File: config.mk
export PLATFORM = sky130hd
export DESIGN_NAME = ddsm_cfg_ctrl_flat
export DESIGN_NICKNAME = d
export VERILOG_FILES = /design/src/rtl/ddsm_cfg_ctrl_pkg.sv /design/src/rtl/ddsm_cfg_ctrl_if.sv /design/src/rtl/ddsm_cfg_ctrl_timer.sv /design/src/rtl/ddsm_cfg_ctrl.sv /design/src/flat_wrapper.sv
export SDC_FILE = /design/constraint.sdc
export NUM_CORES = 1
export LEC_CHECK = 0
export CAP_MARGIN = 20
export CORE_MARGIN = 5
export CORE_UTILIZATION = 40
export DETAILED_ROUTE_END_ITERATION = 8
export SYNTH_ARGS = -nofsm -noshare
export SYNTH_HDL_FRONTEND = slang
export SYNTH_SLANG_ARGS = --single-unit
File: constraint.sdc
create_clock -name clk -period 2.5 [get_ports clk]
set_clock_uncertainty 0.2 [all_clocks]
set_input_delay 0.625 -clock clk [delete_from_list [all_inputs] [get_ports clk]]
set_output_delay 0.625 -clock clk [all_outputs]
set_load 0.02 [all_outputs]
File: src/rtl/ddsm_cfg_ctrl_pkg.sv
// Shared types and helpers for the SP-MASH DDSM configuration controller.
package ddsm_pkg;

  localparam int unsigned ORDER_W = 3;
  localparam int unsigned THERM_W = (1 << ORDER_W) - 1;

  typedef enum logic [2:0] {
    ST_IDLE   = 3'd0,
    ST_LOAD   = 3'd1,
    ST_FLUSH  = 3'd2,
    ST_SETTLE = 3'd3,
    ST_RUN    = 3'd4
  } state_e;

  // Thermometer code: bit i set when stage i+1 is part of the active chain.
  function automatic logic [THERM_W-1:0] order_to_therm(
    input logic [ORDER_W-1:0] order,
    input int unsigned        order_max
  );
    logic [THERM_W-1:0] therm;
    therm = '0;
    for (int unsigned i = 0; i < THERM_W; i++) begin
      therm[i] = (i < 32'(order)) && (i < order_max);
    end
    return therm;
  endfunction

  function automatic logic order_is_legal(
    input logic [ORDER_W-1:0] order,
    input int unsigned        order_max
  );
    return (order != '0) && (32'(order) <= order_max);
  endfunction

  function automatic int unsigned max2(input int unsigned a, input int unsigned b);
    return (a > b) ? a : b;
  endfunction

endpackage

File: src/rtl/ddsm_cfg_ctrl_if.sv
// Configuration offer channel (valid/ready) into the DDSM controller.
interface ddsm_cfg_ctrl_if
  import ddsm_pkg::*;
#(
  parameter int unsigned WIDTH = 9
);

  logic               cfg_valid;
  logic               cfg_ready;
  logic [WIDTH-1:0]   cfg_frac;
  logic [ORDER_W-1:0] cfg_order;
  logic               cfg_flush;

  modport master (
    output cfg_valid,
    output cfg_frac,
    output cfg_order,
    output cfg_flush,
    input  cfg_ready
  );

  modport slave (
    input  cfg_valid,
    input  cfg_frac,
    input  cfg_order,
    input  cfg_flush,
    output cfg_ready
  );

endinterface

File: src/rtl/ddsm_cfg_ctrl_timer.sv
// Shared down-counter timing the FLUSH and SETTLE phases.
module ddsm_cycle_timer #(
  parameter int unsigned CNT_W = 5
) (
  input  logic             clk,
  input  logic             rst_n,
  input  logic             clear_i,
  input  logic             start_i,
  input  logic [CNT_W-1:0] load_val_i,
  output logic             done_o
);

  logic [CNT_W-1:0] cnt_q, cnt_d;
  logic             run_q, run_d;

  // start wins over expiry so back-to-back phases chain without a gap
  always_comb begin
    cnt_d = cnt_q;
    run_d = run_q;
    if (clear_i) begin
      cnt_d = '0;
      run_d = 1'b0;
    end else if (start_i) begin
      cnt_d = load_val_i;
      run_d = 1'b1;
    end else if (run_q) begin
      if (cnt_q == '0) begin
        run_d = 1'b0;
      end else begin
        cnt_d = cnt_q - 1'b1;
      end
    end
  end

  always_ff @(posedge clk or negedge rst_n) begin
    if (!rst_n) begin
      cnt_q <= '0;
      run_q <= 1'b0;
    end else begin
      cnt_q <= cnt_d;
      run_q <= run_d;
    end
  end

  assign done_o = run_q && (cnt_q == '0);

endmodule

File: src/rtl/ddsm_cfg_ctrl.sv
// DDSM chain configuration/sequencing controller: accept, load, flush, settle, run.
module ddsm_cfg_ctrl
  import ddsm_pkg::*;
#(
  parameter int unsigned WIDTH      = 9,
  parameter int unsigned ORDER_MAX  = 3,
  parameter int unsigned FLUSH_CYC  = 2,
  parameter int unsigned SETTLE_CYC = 16
) (
  input  logic                 clk,
  input  logic                 rst_n,
  input  logic                 en,
  ddsm_cfg_ctrl_if.slave       cfg,
  output logic [WIDTH-1:0]     x_o,
  output logic [ORDER_W-1:0]   order_o,
  output logic [ORDER_MAX-1:0] stage_en_o,
  output logic                 clr_o,
  output logic                 settled_o,
  output logic                 busy_o,
  output logic                 err_o,
  output logic [7:0]           apply_cnt_o
);

  localparam int unsigned CNT_W = $clog2(max2(FLUSH_CYC, SETTLE_CYC) + 1);

  state_e state_q, state_d;

  logic               accept;
  logic               cfg_ok;

  logic [WIDTH-1:0]   sh_frac_q,  sh_frac_d;
  logic [ORDER_W-1:0] sh_order_q, sh_order_d;
  logic               sh_flush_q, sh_flush_d;

  logic [WIDTH-1:0]     x_q,        x_d;
  logic [ORDER_W-1:0]   order_q,    order_d;
  logic [ORDER_MAX-1:0] stage_en_q, stage_en_d;
  logic                 clr_q,      clr_d;
  logic                 settled_q,  settled_d;
  logic                 busy_q,     busy_d;
  logic                 err_q,      err_d;
  logic [7:0]           apply_q,    apply_d;

  logic [ORDER_MAX-1:0] stage_therm;

  logic             tmr_clear;
  logic             tmr_start;
  logic [CNT_W-1:0] tmr_load;
  logic             tmr_done;

  assign cfg.cfg_ready = en && ((state_q == ST_IDLE) || (state_q == ST_RUN));
  assign accept        = cfg.cfg_valid && cfg.cfg_ready;
  assign cfg_ok        = order_is_legal(cfg.cfg_order, ORDER_MAX);

  // ---------------- state register ----------------
  always_ff @(posedge clk or negedge rst_n) begin
    if (!rst_n) begin
      state_q <= ST_IDLE;
    end else begin
      state_q <= state_d;
    end
  end

  // ---------------- next-state logic ----------------
  always_comb begin
    state_d = state_q;
    if (!en) begin
      state_d = ST_IDLE;
    end else begin
      unique case (state_q)
        ST_IDLE, ST_RUN: if (accept && cfg_ok) state_d = ST_LOAD;
        ST_LOAD:         state_d = sh_flush_q ? ST_FLUSH : ST_SETTLE;
        ST_FLUSH:        if (tmr_done) state_d = ST_SETTLE;
        ST_SETTLE:       if (tmr_done) state_d = ST_RUN;
        default:         state_d = ST_IDLE;
      endcase
    end
  end

  // ---------------- phase timer ----------------
  assign tmr_clear = !en;
  assign tmr_start = (state_d != state_q) &&
                     ((state_d == ST_FLUSH) || (state_d == ST_SETTLE));
  assign tmr_load  = (state_d == ST_FLUSH) ? CNT_W'(FLUSH_CYC - 1)
                                           : CNT_W'(SETTLE_CYC - 1);

  ddsm_cycle_timer #(
    .CNT_W (CNT_W)
  ) u_timer (
    .clk        (clk),
    .rst_n      (rst_n),
    .clear_i    (tmr_clear),
    .start_i    (tmr_start),
    .load_val_i (tmr_load),
    .done_o     (tmr_done)
  );

  // ---------------- output / datapath next values ----------------
  // Flags are registered from state_d so they line up with the state they describe.
  always_comb begin
    sh_frac_d  = sh_frac_q;
    sh_order_d = sh_order_q;
    sh_flush_d = sh_flush_q;
    x_d        = x_q;
    order_d    = order_q;
    apply_d    = apply_q;

    if (accept && cfg_ok) begin
      sh_frac_d  = cfg.cfg_frac;
      sh_order_d = cfg.cfg_order;
      sh_flush_d = cfg.cfg_flush;
    end

    if (en && (state_q == ST_LOAD)) begin
      x_d     = sh_frac_q;
      order_d = sh_order_q;
      apply_d = apply_q + 8'd1;
    end

    stage_therm = ORDER_MAX'(order_to_therm(order_d, ORDER_MAX));

    unique case (state_d)
      ST_LOAD:   stage_en_d = sh_flush_d ? '0 : stage_en_q;
      ST_FLUSH:  stage_en_d = '0;
      ST_SETTLE: stage_en_d = stage_therm;
      ST_RUN:    stage_en_d = stage_en_q;
      default:   stage_en_d = '0;
    endcase

    clr_d     = (state_d == ST_FLUSH);
    settled_d = (state_d == ST_RUN);
    busy_d    = (state_d == ST_LOAD) || (state_d == ST_FLUSH) || (state_d == ST_SETTLE);
    err_d     = accept && !cfg_ok;
  end

  always_ff @(posedge clk or negedge rst_n) begin
    if (!rst_n) begin
      sh_frac_q  <= '0;
      sh_order_q <= '0;
      sh_flush_q <= 1'b0;
      x_q        <= '0;
      order_q    <= '0;
      stage_en_q <= '0;
      clr_q      <= 1'b0;
      settled_q  <= 1'b0;
      busy_q     <= 1'b0;
      err_q      <= 1'b0;
      apply_q    <= '0;
    end else begin
      sh_frac_q  <= sh_frac_d;
      sh_order_q <= sh_order_d;
      sh_flush_q <= sh_flush_d;
      x_q        <= x_d;
      order_q    <= order_d;
      stage_en_q <= stage_en_d;
      clr_q      <= clr_d;
      settled_q  <= settled_d;
      busy_q     <= busy_d;
      err_q      <= err_d;
      apply_q    <= apply_d;
    end
  end

  assign x_o         = x_q;
  assign order_o     = order_q;
  assign stage_en_o  = stage_en_q;
  assign clr_o       = clr_q;
  assign settled_o   = settled_q;
  assign busy_o      = busy_q;
  assign err_o       = err_q;
  assign apply_cnt_o = apply_q;

endmodule

File: src/flat_wrapper.sv
// flat-port wrapper written by rule: the top's interface ports become plain ports
module ddsm_cfg_ctrl_flat import ddsm_pkg::*;
#(
  parameter int unsigned WIDTH      = 9,
  parameter int unsigned ORDER_MAX  = 3,
  parameter int unsigned FLUSH_CYC  = 2,
  parameter int unsigned SETTLE_CYC = 16
)
  (clk, rst_n, en, x_o, order_o, stage_en_o, clr_o, settled_o, busy_o, err_o, apply_cnt_o, cfg_cfg_valid, cfg_cfg_frac, cfg_cfg_order, cfg_cfg_flush, cfg_cfg_ready);
  ddsm_cfg_ctrl_if #(.WIDTH(WIDTH)) cfg_i ();
  input  logic clk;
  input  logic rst_n;
  input  logic en;
  output logic [WIDTH-1:0] x_o;
  output logic [ORDER_W-1:0] order_o;
  output logic [ORDER_MAX-1:0] stage_en_o;
  output logic clr_o;
  output logic settled_o;
  output logic busy_o;
  output logic err_o;
  output logic [7:0] apply_cnt_o;
  input wire logic [$bits(cfg_i.cfg_valid)-1:0] cfg_cfg_valid;
  input wire logic [$bits(cfg_i.cfg_frac)-1:0] cfg_cfg_frac;
  input wire logic [$bits(cfg_i.cfg_order)-1:0] cfg_cfg_order;
  input wire logic [$bits(cfg_i.cfg_flush)-1:0] cfg_cfg_flush;
  output wire logic [$bits(cfg_i.cfg_ready)-1:0] cfg_cfg_ready;
  assign cfg_i.cfg_valid = cfg_cfg_valid;
  assign cfg_i.cfg_frac = cfg_cfg_frac;
  assign cfg_i.cfg_order = cfg_cfg_order;
  assign cfg_i.cfg_flush = cfg_cfg_flush;
  assign cfg_cfg_ready = cfg_i.cfg_ready;
  ddsm_cfg_ctrl #(.WIDTH(WIDTH), .ORDER_MAX(ORDER_MAX), .FLUSH_CYC(FLUSH_CYC), .SETTLE_CYC(SETTLE_CYC)) u_core (.clk(clk), .rst_n(rst_n), .en(en), .cfg(cfg_i), .x_o(x_o), .order_o(order_o), .stage_en_o(stage_en_o), .clr_o(clr_o), .settled_o(settled_o), .busy_o(busy_o), .err_o(err_o), .apply_cnt_o(apply_cnt_o));
endmodule
-- Word level (Yosys, flattened, before mapping)
Index checks and enable logic that the tools add are counted.
- register bits after elaboration: 49
- input bits: 17
- output and inout bits: 28
- word-level logic and storage cells: 71
- $add $sub $neg: 2
- $lt $le $gt $ge: 4
- equal/unequal tests: 12
- mux-type cells: 19
- bitwise gates (word level): 1
- reductions and logical operators: 19
- operators by type and width (operator ; number):
    5-bit two-way mux ; 4
    3-bit two-way mux ; 6
    3-bit by 2-bit == test with 1-bit output, second input constant ; 4
    3-bit one-hot mux with 4 select lines ; 1
    3-bit one-hot mux with 3 select lines ; 1
    8-bit by 1-bit adder with 8-bit output, second input constant ; 1
    1-bit logical AND ; 8
    3-bit by 1-bit == test with 1-bit output, second input constant ; 2
    3-bit == test, second input constant ; 2
    1-bit by 3-bit less-than comparator with 1-bit output, first input constant ; 2
    1-bit two-way mux ; 6
    5-bit logical NOT ; 1
    5-bit by 1-bit subtractor with 5-bit output, second input constant ; 1
    1-bit logical OR ; 4
    4-bit two-way mux ; 1
    2-bit AND reduction ; 2
    3-bit by 2-bit <= comparator with 1-bit output, second input constant ; 1
    3-bit logical NOT ; 1
    2-bit by 3-bit less-than comparator with 1-bit output, first input constant ; 1
    3-bit by 1-bit != test with 1-bit output, second input constant ; 1
    3-bit by 2-bit != test with 1-bit output, second input constant ; 1
    3-bit != test ; 1
    3-bit nonzero test ; 1
    2-bit by 1-bit != test with 1-bit output, second input constant ; 1
    3 further kinds ; 3

-- Longest topological paths before layout
Gate-level depths: netlist of run 1.
- word-level depth: 13
- mapped depth: 7
- mapped depth without buffers: 6

-- Modules after synthesis
Synthesis of run 1 repeated with hierarchy kept, for this count alone.
- cell total of the unflattened synthesis: 174
- area total of the unflattened synthesis: 2215.9 um^2
- by module, submodules not included (module ; times used ; cells an instance ; area an instance (um^2) ; seq. area each (um^2)):
    ddsm_cfg_ctrl ; 1 ; 131 ; 1830.5 ; 1076.0
    ddsm_cycle_timer ; 1 ; 43 ; 385.4 ; 150.1

-- Least setup slack after synthesis of run 1
Ideal clock, no wire load.
- path type: input to register
- start: input port en
- end: register u_core.order_q[0] (netlist: u_core.order_o[0])
- library setup time: 0.125 ns
- data arrival time: 1.664 ns
- required time: 2.175 ns
- slack: 0.511 ns
- stages: 5
- path buffers: 3
- cells stage by stage: buf_2 -> and4bb_2 -> buf_2 -> buf_2 -> mux2_2
- cells in the longest elaborated chain, start to end: 2
- ends and longest elaborated chain (what ; RTL line ; text):
    from (decl) ; flat_wrapper.sv:13 ; input logic en;
    1-bit logical AND ; ddsm_cfg_ctrl.sv:114 ; if (en && (state_q == ST_LOAD)) begin
    3-bit two-way mux ; ddsm_cfg_ctrl.sv:114 ;
    net u_core.order_d[0] ; ddsm_cfg_ctrl.sv:36 ; logic [ORDER_W-1:0] order_q, order_d;
    to (signal assigned) ; ddsm_cfg_ctrl.sv:154 ; order_q <= order_d;
    to (decl) ; ddsm_cfg_ctrl.sv:36 ;
The timed path passes the listed nets, and every way through them passes these cells.
A chain may end at the register's enable or synchronous reset.

-- Worst setup path in the final report of run 1
- start: input port en
- end: output port cfg_cfg_ready
- cells in the longest elaborated chain, start to end: 1
- ends and longest elaborated chain (what ; RTL line ; text):
    1-bit logical AND ; ddsm_cfg_ctrl.sv:51 ; assign cfg.cfg_ready = en && ((state_q == ST_IDLE) || (state_q == ST_RUN));
    to (decl) ; flat_wrapper.sv:26 ; output wire logic [$bits(cfg_i.cfg_ready)-1:0] cfg_cfg_ready;
Every way passes these cells.

==> results of run 1 <==
[placed cells by master (no fill, tap or decap), drive strengths merged, types with 4 or more instances in the layout]
cell type / count
nand4: 4
clkdlybuf4s50: 42
inv: 10
xnor2: 7
nand2: 6
buf: 17
clkbuf: 7
dfrtp: 49
nor2: 6
mux2: 24
o21ai: 4
[per-layer routing]
metal,up-vias,wire (microns),GRT usage
li1,755,-,-
met1,776,2050,0.179
met2,42,2410,0.249
met3,4,258,0.0424
met4,0,48,0.0497
met5,-,0,0
[cells by family (layout without fill, tap and decap cells)]
logic type,count (synthesis),after routing,synth area share
AND/OR/NAND/NOR,44,44,0.133
multiplexers,24,24,0.123
AO/OA/AOI/OAI,30,30,0.104
adder cells (fa/ha/maj),3,3,0.0171
buffers and inverters,15,78,0.0285
flip-flops,49,49,0.558
XOR/XNOR,9,9,0.0359
[critical path, cell delays in order]
cell and delay [ns]:
clkdlybuf4s50_1 0.48, and2_1 0.14, dlygate4sd2_1 0.34
[final cells by class]
cell class	count	area, sq um
fill	455	2510
tap	72	90.1
clock inverter	1	7.51
clock buffer	7	76.3
multi-input combinational	110	907
sequential	49	1230
inverter	10	37.5
timing repair buffer	60	554
[final timing paths]
| check | from | end | slack (ns) |
|---|---|---|---|
| worst min-delay path | rst_n | u_core.busy_o | 0.22 |
| min in group clk | u_core.apply_cnt_o[7] | u_core.apply_cnt_o[7] | 0.28 |
| worst min register to register | u_core.apply_cnt_o[7] | u_core.apply_cnt_o[7] | 0.28 |
| max in group asynchronous | rst_n | u_core.x_o[1] | 1.48 |
| worst max-delay path | en | cfg_cfg_ready | 0.09 |
| worst max register to register | u_core.u_timer.cnt_q[0] | u_core.stage_en_o[2] | 0.27 |
[state kept, by name, summed over array words and instances (netlist names)]
register / count
u_core.state_q: 3
u_core.u_timer.run_q: 1
u_core.err_o: 1
u_core.busy_o: 1
u_core.sh_frac_q: 9
u_core.x_o: 9
u_core.apply_cnt_o: 8
u_core.order_o: 3
u_core.stage_en_o: 3
u_core.sh_flush_q: 1
u_core.u_timer.cnt_q: 5
u_core.clr_o: 1
u_core.settled_o: 1
u_core.sh_order_q: 3
[stage by stage]
| stage | cells | setup WS, ns | instance area (sq um) | TNS [ns] |
|---|---|---|---|---|
| after floorplan | 174 | 0.511 | 2200 | 0 |
| after global placement | 301 | -0.166 | 2820 | -0.276 |
| after detailed placement | 301 | -0.187 | 2820 | -0.593 |
| after CTS | 309 | 0.0796 | 2900 | 0 |
| after global routing | 309 | 0.0208 | 2900 | 0 |
| final | 309 | 0.0879 | 2900 | 0 |
[cells in the mapped netlist (all sizes together), types with 2 or more instances]
| cell | instances | area share |
|---|---|---|
| or3 | 2 | 0.0057 |
| nor3 | 3 | 0.0068 |
| a21o | 2 | 0.0068 |
| o211ai | 2 | 0.0068 |
| a21oi | 2 | 0.0046 |
| nor4b | 2 | 0.0080 |
| and3 | 3 | 0.0085 |
| a31o | 2 | 0.0080 |
| dfrtp | 49 | 0.56 |
| nor2 | 6 | 0.010 |
| inv | 10 | 0.017 |
| mux2 | 24 | 0.12 |
| a211o | 2 | 0.0080 |
| nand2b | 3 | 0.0085 |
| nand3 | 3 | 0.0068 |
| xor2 | 2 | 0.0080 |
| nand4 | 4 | 0.011 |
| o32ai | 3 | 0.012 |
| ha | 3 | 0.017 |
| nand2 | 6 | 0.010 |
| o31ai | 2 | 0.0068 |
| buf | 5 | 0.011 |
| a21boi | 2 | 0.0068 |
| xnor2 | 7 | 0.028 |
| and2 | 2 | 0.0057 |
| o21ai | 4 | 0.011 |
[power by group through the flow]
stage	clock network (mW)	registers [mW]	logic [mW]
6_report	0.445	1.14	0.862
5_1_grt	0.510	1.17	0.929
4_1_cts	0.471	1.14	0.875
3_5_place_dp	0	1.15	0.872
3_3_place_gp	0	1.14	0.848
2_1_floorplan	0	1.28	0.321
==> flow_metrics.tcl, run 1 <==
set metrics [dict create \
    drtIter0Drc 121 \
    cts_resized 1 \
    power_frac_comb 0.353 \
    die_h_microns 84.1 \
    die_area_sq_um 7070 \
    status "completed" \
    p_seq_frac 0.465 \
    max_slew.worst_pin.slew_ns 0.604 \
    fin_util 0.536 \
    grt_max_degree 50 \
    ctsRootBufferMaster "clkbuf_8" \
    routed_wl_microns 4770 \
    antenna_cells 0 \
    p_int_mw 1.65 \
    synth_ff_type "dfrtp_1" \
    max_slew_margin 0.598 \
    yosysUniqueCellTypes 46 \
    die_w_microns 84.1 \
    detail-route-antenna-nets 0 \
    period_share 0.965 \
    routabilityCongestion 0.827 \
    vias_per_cell 5.10 \
    synth_area_sq_um 2200 \
    io_pins 45 \
    final_net_count 256 \
    h-tree-depth 2 \
    hold_buffers 0 \
    antenna_found_initial 0 \
    arrival_ns 1.59 \
    initial_core_util 0.406 \
    cts_max_path_buffers 2 \
    clock_sinks 49 \
    leakagePower_nw 1.24 \
    postSynthAreaPerCell_sq_um 12.6 \
    crit_path_start_kind "primary input" \
    hold_viol 0 \
    clkPwrFrac 0.182 \
    drive_gt1_frac 0.232 \
    sw_frac_of_total 0.327 \
    grt.overflow.total 0 \
    synth_edf_count 0 \
    clock_latency_ns 0.29 \
    synth_fp_nets 194 \
    post_cts_buffers 0 \
    drv_cap 0 \
    min_period_ns 2.41 \
    grt_pass1_vias 1733 \
    ys_ff_latch 49 \
    grt_pass1_wl_microns 8360 \
    coreArea_sq_um 5410 \
    port_buffers 44 \
    setup_viol 0 \
    std_cell_rows 27 \
    area_growth_syn_to_layout_pct 32.0 \
    rsz0062_at_grt "false" \
    critPathRequiredTime_ns 1.67 \
    clk_pin_slew_worst_paths_ns 0.09 \
    async_reset_ff_frac 1.00 \
    worst-r2r-cell-count 7 \
    fmax_ghz 0.415 \
    yosys_warnings 0 \
    p_per_area_nw_per_um2 843 \
    worstHoldPathType "in2async" \
    crit_type "in2out" \
    hold_slack_ns 0.223 \
    cts_tree "built" \
    numCtsBuffers 5 \
    post_drt_wl_per_cell_microns 15.4 \
    grt_use_total 0.147 \
    yosysSeqAreaShare 0.558 \
    totalPowerFinal_mw 2.44 \
    dr.pass1.iters 4 \
    slew_viol_final 0 \
    switchingPower_mw 0.798 \
    drc 0 \
    critical_path.max_fanout 2 \
    vdd_drop_max_mv 0.597 \
    hpwl_microns 3590 \
    via_count 1577 \
    syn_inst 174 \
    critical_path.endpoint_type "primary output" \
]
Power figures use the tool's default switching activity.
==> run 2, diff against run 1 <==
--- a/config.mk
+++ b/config.mk
@@ -7,8 +7,9 @@
 export LEC_CHECK = 0
 export CAP_MARGIN = 20
 export CORE_MARGIN = 5
-export CORE_UTILIZATION = 40
+export CORE_UTILIZATION = 45
 export DETAILED_ROUTE_END_ITERATION = 8
+export PLACE_DENSITY = 0.71
 export SYNTH_ARGS = -nofsm -noshare
 export SYNTH_HDL_FRONTEND = slang
 export SYNTH_SLANG_ARGS = --single-unit
==> run 2 against run 1 <==
Effect of this change:
- clock-buffer cell count fell by 1
- sequential power barely moved
- fmax rose by 0.58%
- die area fell by 9.8%
- critical path depth did not move
- highest routed layer unchanged
==> flow_metrics.tcl, run 2 (same netlist as run 1, synthesis figures left out) <==
set metrics [dict create \
    status "completed" \
    hold_slack_ns 0.0944 \
    fmax_ghz 0.417 \
    port_buffers 44 \
    reg2reg_from "u_core.u_timer.cnt_q[0]" \
    leakagePower_nw 1.26 \
    instances_no_fill 306 \
    worst-r2r-cell-count 7 \
    antenna_cells 0 \
    rsz0062_at_grt "false" \
    numCtsBuffers 5 \
    detail-route-antenna-nets 0 \
    cts_tree "built" \
    initial_core_util 0.465 \
    grt_max_degree 26 \
    dp.cells 298 \
    coreArea_sq_um 4720 \
    critical_path.endpoint_type "primary output" \
    die_w_microns 79.9 \
    io_pins 45 \
    totalPowerFinal_mw 2.45 \
    min_period_ns 2.40 \
    critical_path.max_fanout 2 \
    clock_sinks 49 \
    post_cts_buffers 0 \
    die_area_sq_um 6380 \
    final_cell_mix "49 x dfrtp_1, 42 x clkdlybuf4s50_1, 24 x mux2_2" \
    layout_commonest_cell "dfrtp_1" \
    grt_pass1_vias 1614 \
    grt_use_total 0.153 \
    setup_viol 0 \
    slew_viol_final 0 \
    crit_path_start_kind "primary input" \
    drtIter0Drc 100 \
    crit_type "in2out" \
    worstHoldPathType "in2async" \
    h-tree-depth 2 \
    startpoint "en" \
    via_count 1588 \
    grt.overflow.total 0 \
    drc 0 \
    worst_slack_ns 0.102 \
    dr.pass1.iters 5 \
    cts_max_path_buffers 2 \
    period_share 0.959 \
    die_h_microns 79.9 \
    p_per_area_nw_per_um2 841 \
    ctsRootBufferMaster "clkbuf_8" \
    area_growth_syn_to_layout_pct 32.8 \
    timing.rr.end "u_core.stage_en_o[2]" \
    routabilityCongestion 0.806 \
    clk_pin_slew_worst_paths_ns 0.09 \
    final_net_count 258 \
    critPathRequiredTime_ns 1.67 \
    max_slew_margin 0.640 \
    arrival_ns 1.57 \
    hold_buffers 0 \
    grt_pass1_wl_microns 7650 \
    place_ws_ns -0.175 \
    post_drt_wl_per_cell_microns 14.5 \
    endpoint "cfg_cfg_ready" \
    max_slew.worst_pin.slew_ns 0.541 \
    drive_gt1_frac 0.247 \
    routed_wl_microns 4440 \
    vias_per_cell 5.19 \
    std_cell_rows 25 \
    antenna_found_initial 0 \
    hpwl_microns 3370 \
    num-fill-cells 408 \
    hold_viol 0 \
    drv_cap 0 \
    vdd_drop_max_mv 0.539 \
    reg2reg_slack_ns 0.29 \
    fin_util 0.617 \
    clock_latency_ns 0.30 \
]
==> run 2: cell count changes in the layout (fill, tap and decap cells not counted), sizes merged <==
cell / delta
clkbuf: -1
clkinv: +1
clkinvlp: -1
buf: +2
inv: +1
==> run 2: how the worst min path moves through the flow <==
| stage | from | endpoint | slack [ns] | cells after the start |
|---|---|---|---|---|
| after floorplan | rst_n | u_core.apply_cnt_o[0] | 0.13 | 0 |
| after global placement | u_core.apply_cnt_o[7] | u_core.apply_cnt_o[7] | 0.26 | 1 |
| after detailed placement | u_core.apply_cnt_o[7] | u_core.apply_cnt_o[7] | 0.27 | 1 |
| after CTS | rst_n | u_core.clr_o | 0.11 | 1 |
| after global routing | rst_n | u_core.clr_o | 0.13 | 1 |
| final | rst_n | u_core.clr_o | 0.09 | 1 |
==> run 2: cell type report <==
type                       count  area (sq um)  area share
clock buffer                   6          72.6      0.0249
clock inverter                 2          13.8     0.00472
inverter                      10          37.5      0.0129
multi-input combinational    110           913       0.313
sequential                    49          1230       0.420
tap                           67          83.8      0.0287
timing repair buffer          62           569       0.195
==> run 2: worst max-delay path, cell delays in order <==
cell and delay, ns:
clkdlybuf4s50_1 0.47, and2_1 0.14, dlygate4sd2_1 0.34
==> run 2: metal layers <==
metal / vias to the layer above / track usage / routed length [microns]
met5: - / 0 / 0
met4: 0 / 0.0541 / 65
met3: 6 / 0.0384 / 272
met2: 49 / 0.240 / 2110
met1: 768 / 0.204 / 1990
li1: 765 / - / -
==> run 2: report_power, final <==
part	switching [mW]	internal, mW
Clock	0.261	0.200
Sequential	0.135	0.989
Combinational	0.404	0.464
Total	0.800	1.65
==> run 2: timing repair <==
action	CTS	global route
hold endpoints to repair	0	0
endpoints found under the setup margin	1	2
resized for setup	1	1
==> run 2: per-stage QoR <==
stage	cell area, sq um	TNS (ns)
final	2920	0
after global routing	2920	0
after global placement	2830	-0.155
after floorplan	2200	0
after detailed placement	2830	-0.175
after CTS	2910	0
==> run 3, diff against run 2 <==
--- a/config.mk
+++ b/config.mk
@@ -10,6 +10,7 @@
 export CORE_UTILIZATION = 45
 export DETAILED_ROUTE_END_ITERATION = 8
 export PLACE_DENSITY = 0.71
+export RECOVER_POWER = 25
 export SYNTH_ARGS = -nofsm -noshare
 export SYNTH_HDL_FRONTEND = slang
 export SYNTH_SLANG_ARGS = --single-unit
==> run 3 against run 2 <==
Effect of this change:
- non-clock buffer count unchanged
- core utilization decreased by 0.079 points
- fmax about the same
- worst hold slack improved by 0.18 ns
- sequential share of layout area increased by 0.054 points
- critical endpoint unchanged
==> flow_metrics.tcl, run 3 (same netlist as run 1, synthesis figures left out) <==
set metrics [dict create \
    coreArea_sq_um 4720 \
    post_drt_wl_per_cell_microns 14.5 \
    worst_slack_ns 0.102 \
    timing.rr.end "u_core.stage_en_o[2]" \
    std_cell_rows 25 \
    min_period_ns 2.40 \
    die_area_sq_um 6380 \
    critical_path.max_fanout 2 \
    p_per_area_nw_per_um2 842 \
    p_seq_frac 0.459 \
    routabilityCongestion 0.806 \
    final_cell_mix "49 x dfrtp_1, 42 x clkdlybuf4s50_1, 24 x mux2_2" \
    setup_viol 0 \
    ctsRootBufferMaster "clkbuf_8" \
    sw_frac_of_total 0.326 \
    worst-r2r-cell-count 7 \
    max_slew.worst_pin.slew_ns 1.30 \
    hpwl_microns 3370 \
    crit_chain "clkdlybuf4s50_1 -> and2_1 -> dlygate4sd2_1" \
    layout_commonest_cell "dfrtp_1" \
    cpMaxStageDelayCell "clkdlybuf4s50_1" \
    hold_viol 0 \
    via_count 1581 \
    vias_per_cell 5.17 \
    worstHoldPathType "reg2reg" \
    path_depth 3 \
    clkPwrFrac 0.188 \
    drv_cap 0 \
    reg2reg_from "u_core.u_timer.cnt_q[0]" \
    place_ws_ns -0.175 \
    grt.overflow.total 0 \
    hold_depth 1 \
    crit_type "in2out" \
    slew_viol_final 0 \
    grt_use_total 0.153 \
    critical_path.endpoint_type "primary output" \
    io_pins 45 \
    hold_buffers 0 \
    initial_core_util 0.465 \
    detail-route-antenna-nets 0 \
    setup_tns_ns 0 \
    wl_met1_microns 2030 \
    clock_sinks 49 \
    clk_pin_slew_worst_paths_ns 0.09 \
    final_net_count 258 \
    grt_max_degree 26 \
    reg2reg_slack_ns 0.29 \
    die_w_microns 79.9 \
    h-tree-depth 2 \
    grt_pass1_vias 1614 \
    leakagePower_nw 1.26 \
    drive_gt1_frac 0.243 \
    startpoint "en" \
    critPathRequiredTime_ns 1.67 \
    area_growth_syn_to_layout_pct 32.6 \
    routed-wl-met3_microns 238 \
    critical_path.top_delay_family "buffers and inverters" \
    p_int_mw 1.65 \
    crit_path_start_kind "primary input" \
    cts_max_path_buffers 2 \
    min_from "u_core.apply_cnt_o[7]" \
    post_cts_buffers 0 \
    die_h_microns 79.9 \
    power_frac_comb 0.354 \
    routed_wl_microns 4450 \
    totalPowerFinal_mw 2.45 \
    critPathBufInv 2 \
    met2_length_microns 2120 \
    rsz0062_at_grt "false" \
    clock_latency_ns 0.30 \
    max_slew_margin 0.132 \
    vdd_drop_max_mv 0.540 \
    port_buffers 44 \
    cpPeakStageDelay_ns 0.47 \
    endpoint "cfg_cfg_ready" \
    arrival_ns 1.57 \
    status "completed" \
    switchingPower_mw 0.801 \
    drc 0 \
    numCtsBuffers 5 \
    fmax_ghz 0.417 \
    grt_pass1_wl_microns 7650 \
    cts_tree "built" \
    dr.pass1.iters 5 \
    routed.top_layer "met4" \
    drtIter0Drc 100 \
    antenna_cells 0 \
    antenna_found_initial 0 \
    period_share 0.959 \
]
## run 3: changes by cell type in the layout (fill, tap and decap cells not counted)
cell,change
buf_4,-1
clkbuf_2,+1
clkbuf_1,+1
buf_2,-1
## run 3: stage by stage
stage / instances / util / hold WS, ns / area (sq um)
finish: 306 / 0.617 / 0.277 / 2910
global route: 306 / 0.617 / 0.311 / 2910
CTS: 306 / 0.616 / 0.112 / 2910
detailed placement: 298 / 0.598 / 0.275 / 2830
global placement: 298 / 0.598 / 0.262 / 2830
floorplan: 174 / - / 0.129 / 2200
## run 3: worst min-delay path by stage
stage / to
after floorplan: u_core.apply_cnt_o[0]
after global placement: u_core.apply_cnt_o[7]
after detailed placement: u_core.apply_cnt_o[7]
after CTS: u_core.clr_o
after global routing: u_core.apply_cnt_o[7]
final: u_core.apply_cnt_o[7]
## run 3: cell type report
cell class                      instances  area (sq um)
Fill cell                             407          1810
Sequential cell                        49          1230
Multi-Input combinational cell        110           913
Timing Repair Buffer                   62           566
Tap cell                               67          83.8
Clock buffer                            6          72.6
Inverter                               10          37.5
Clock inverter                          2          13.8
## run 3: metal layers
layer  track usage  vias to the layer above
li1              -                      764
met1         0.204                      769
met2         0.240                       42
met3        0.0384                        6
met4        0.0541                        0
met5             0                        -
## run 3: worst reg2reg max path: cells and delay by family, from the launching register on
kind            cells  cell delay (ns)
simple gates        2             0.84
flops               1             0.39
buf+inv             2             0.30
compound gates      2             0.21
fa+ha+maj           1             0.18
## run 3: power by group through the flow
stage	Clock [mW]	Combinational, mW	Sequential (mW)
after floorplan	0	0.321	1.28
after global placement	0	0.860	1.14
after detailed placement	0	0.876	1.14
after CTS	0.479	0.879	1.13
after global routing	0.505	0.937	1.16
final	0.461	0.868	1.12
## run 3: repair_timing
item,in CTS,in global routing
gates resized for setup,1,1
endpoints found under the setup margin,1,2
gates cloned,0,0
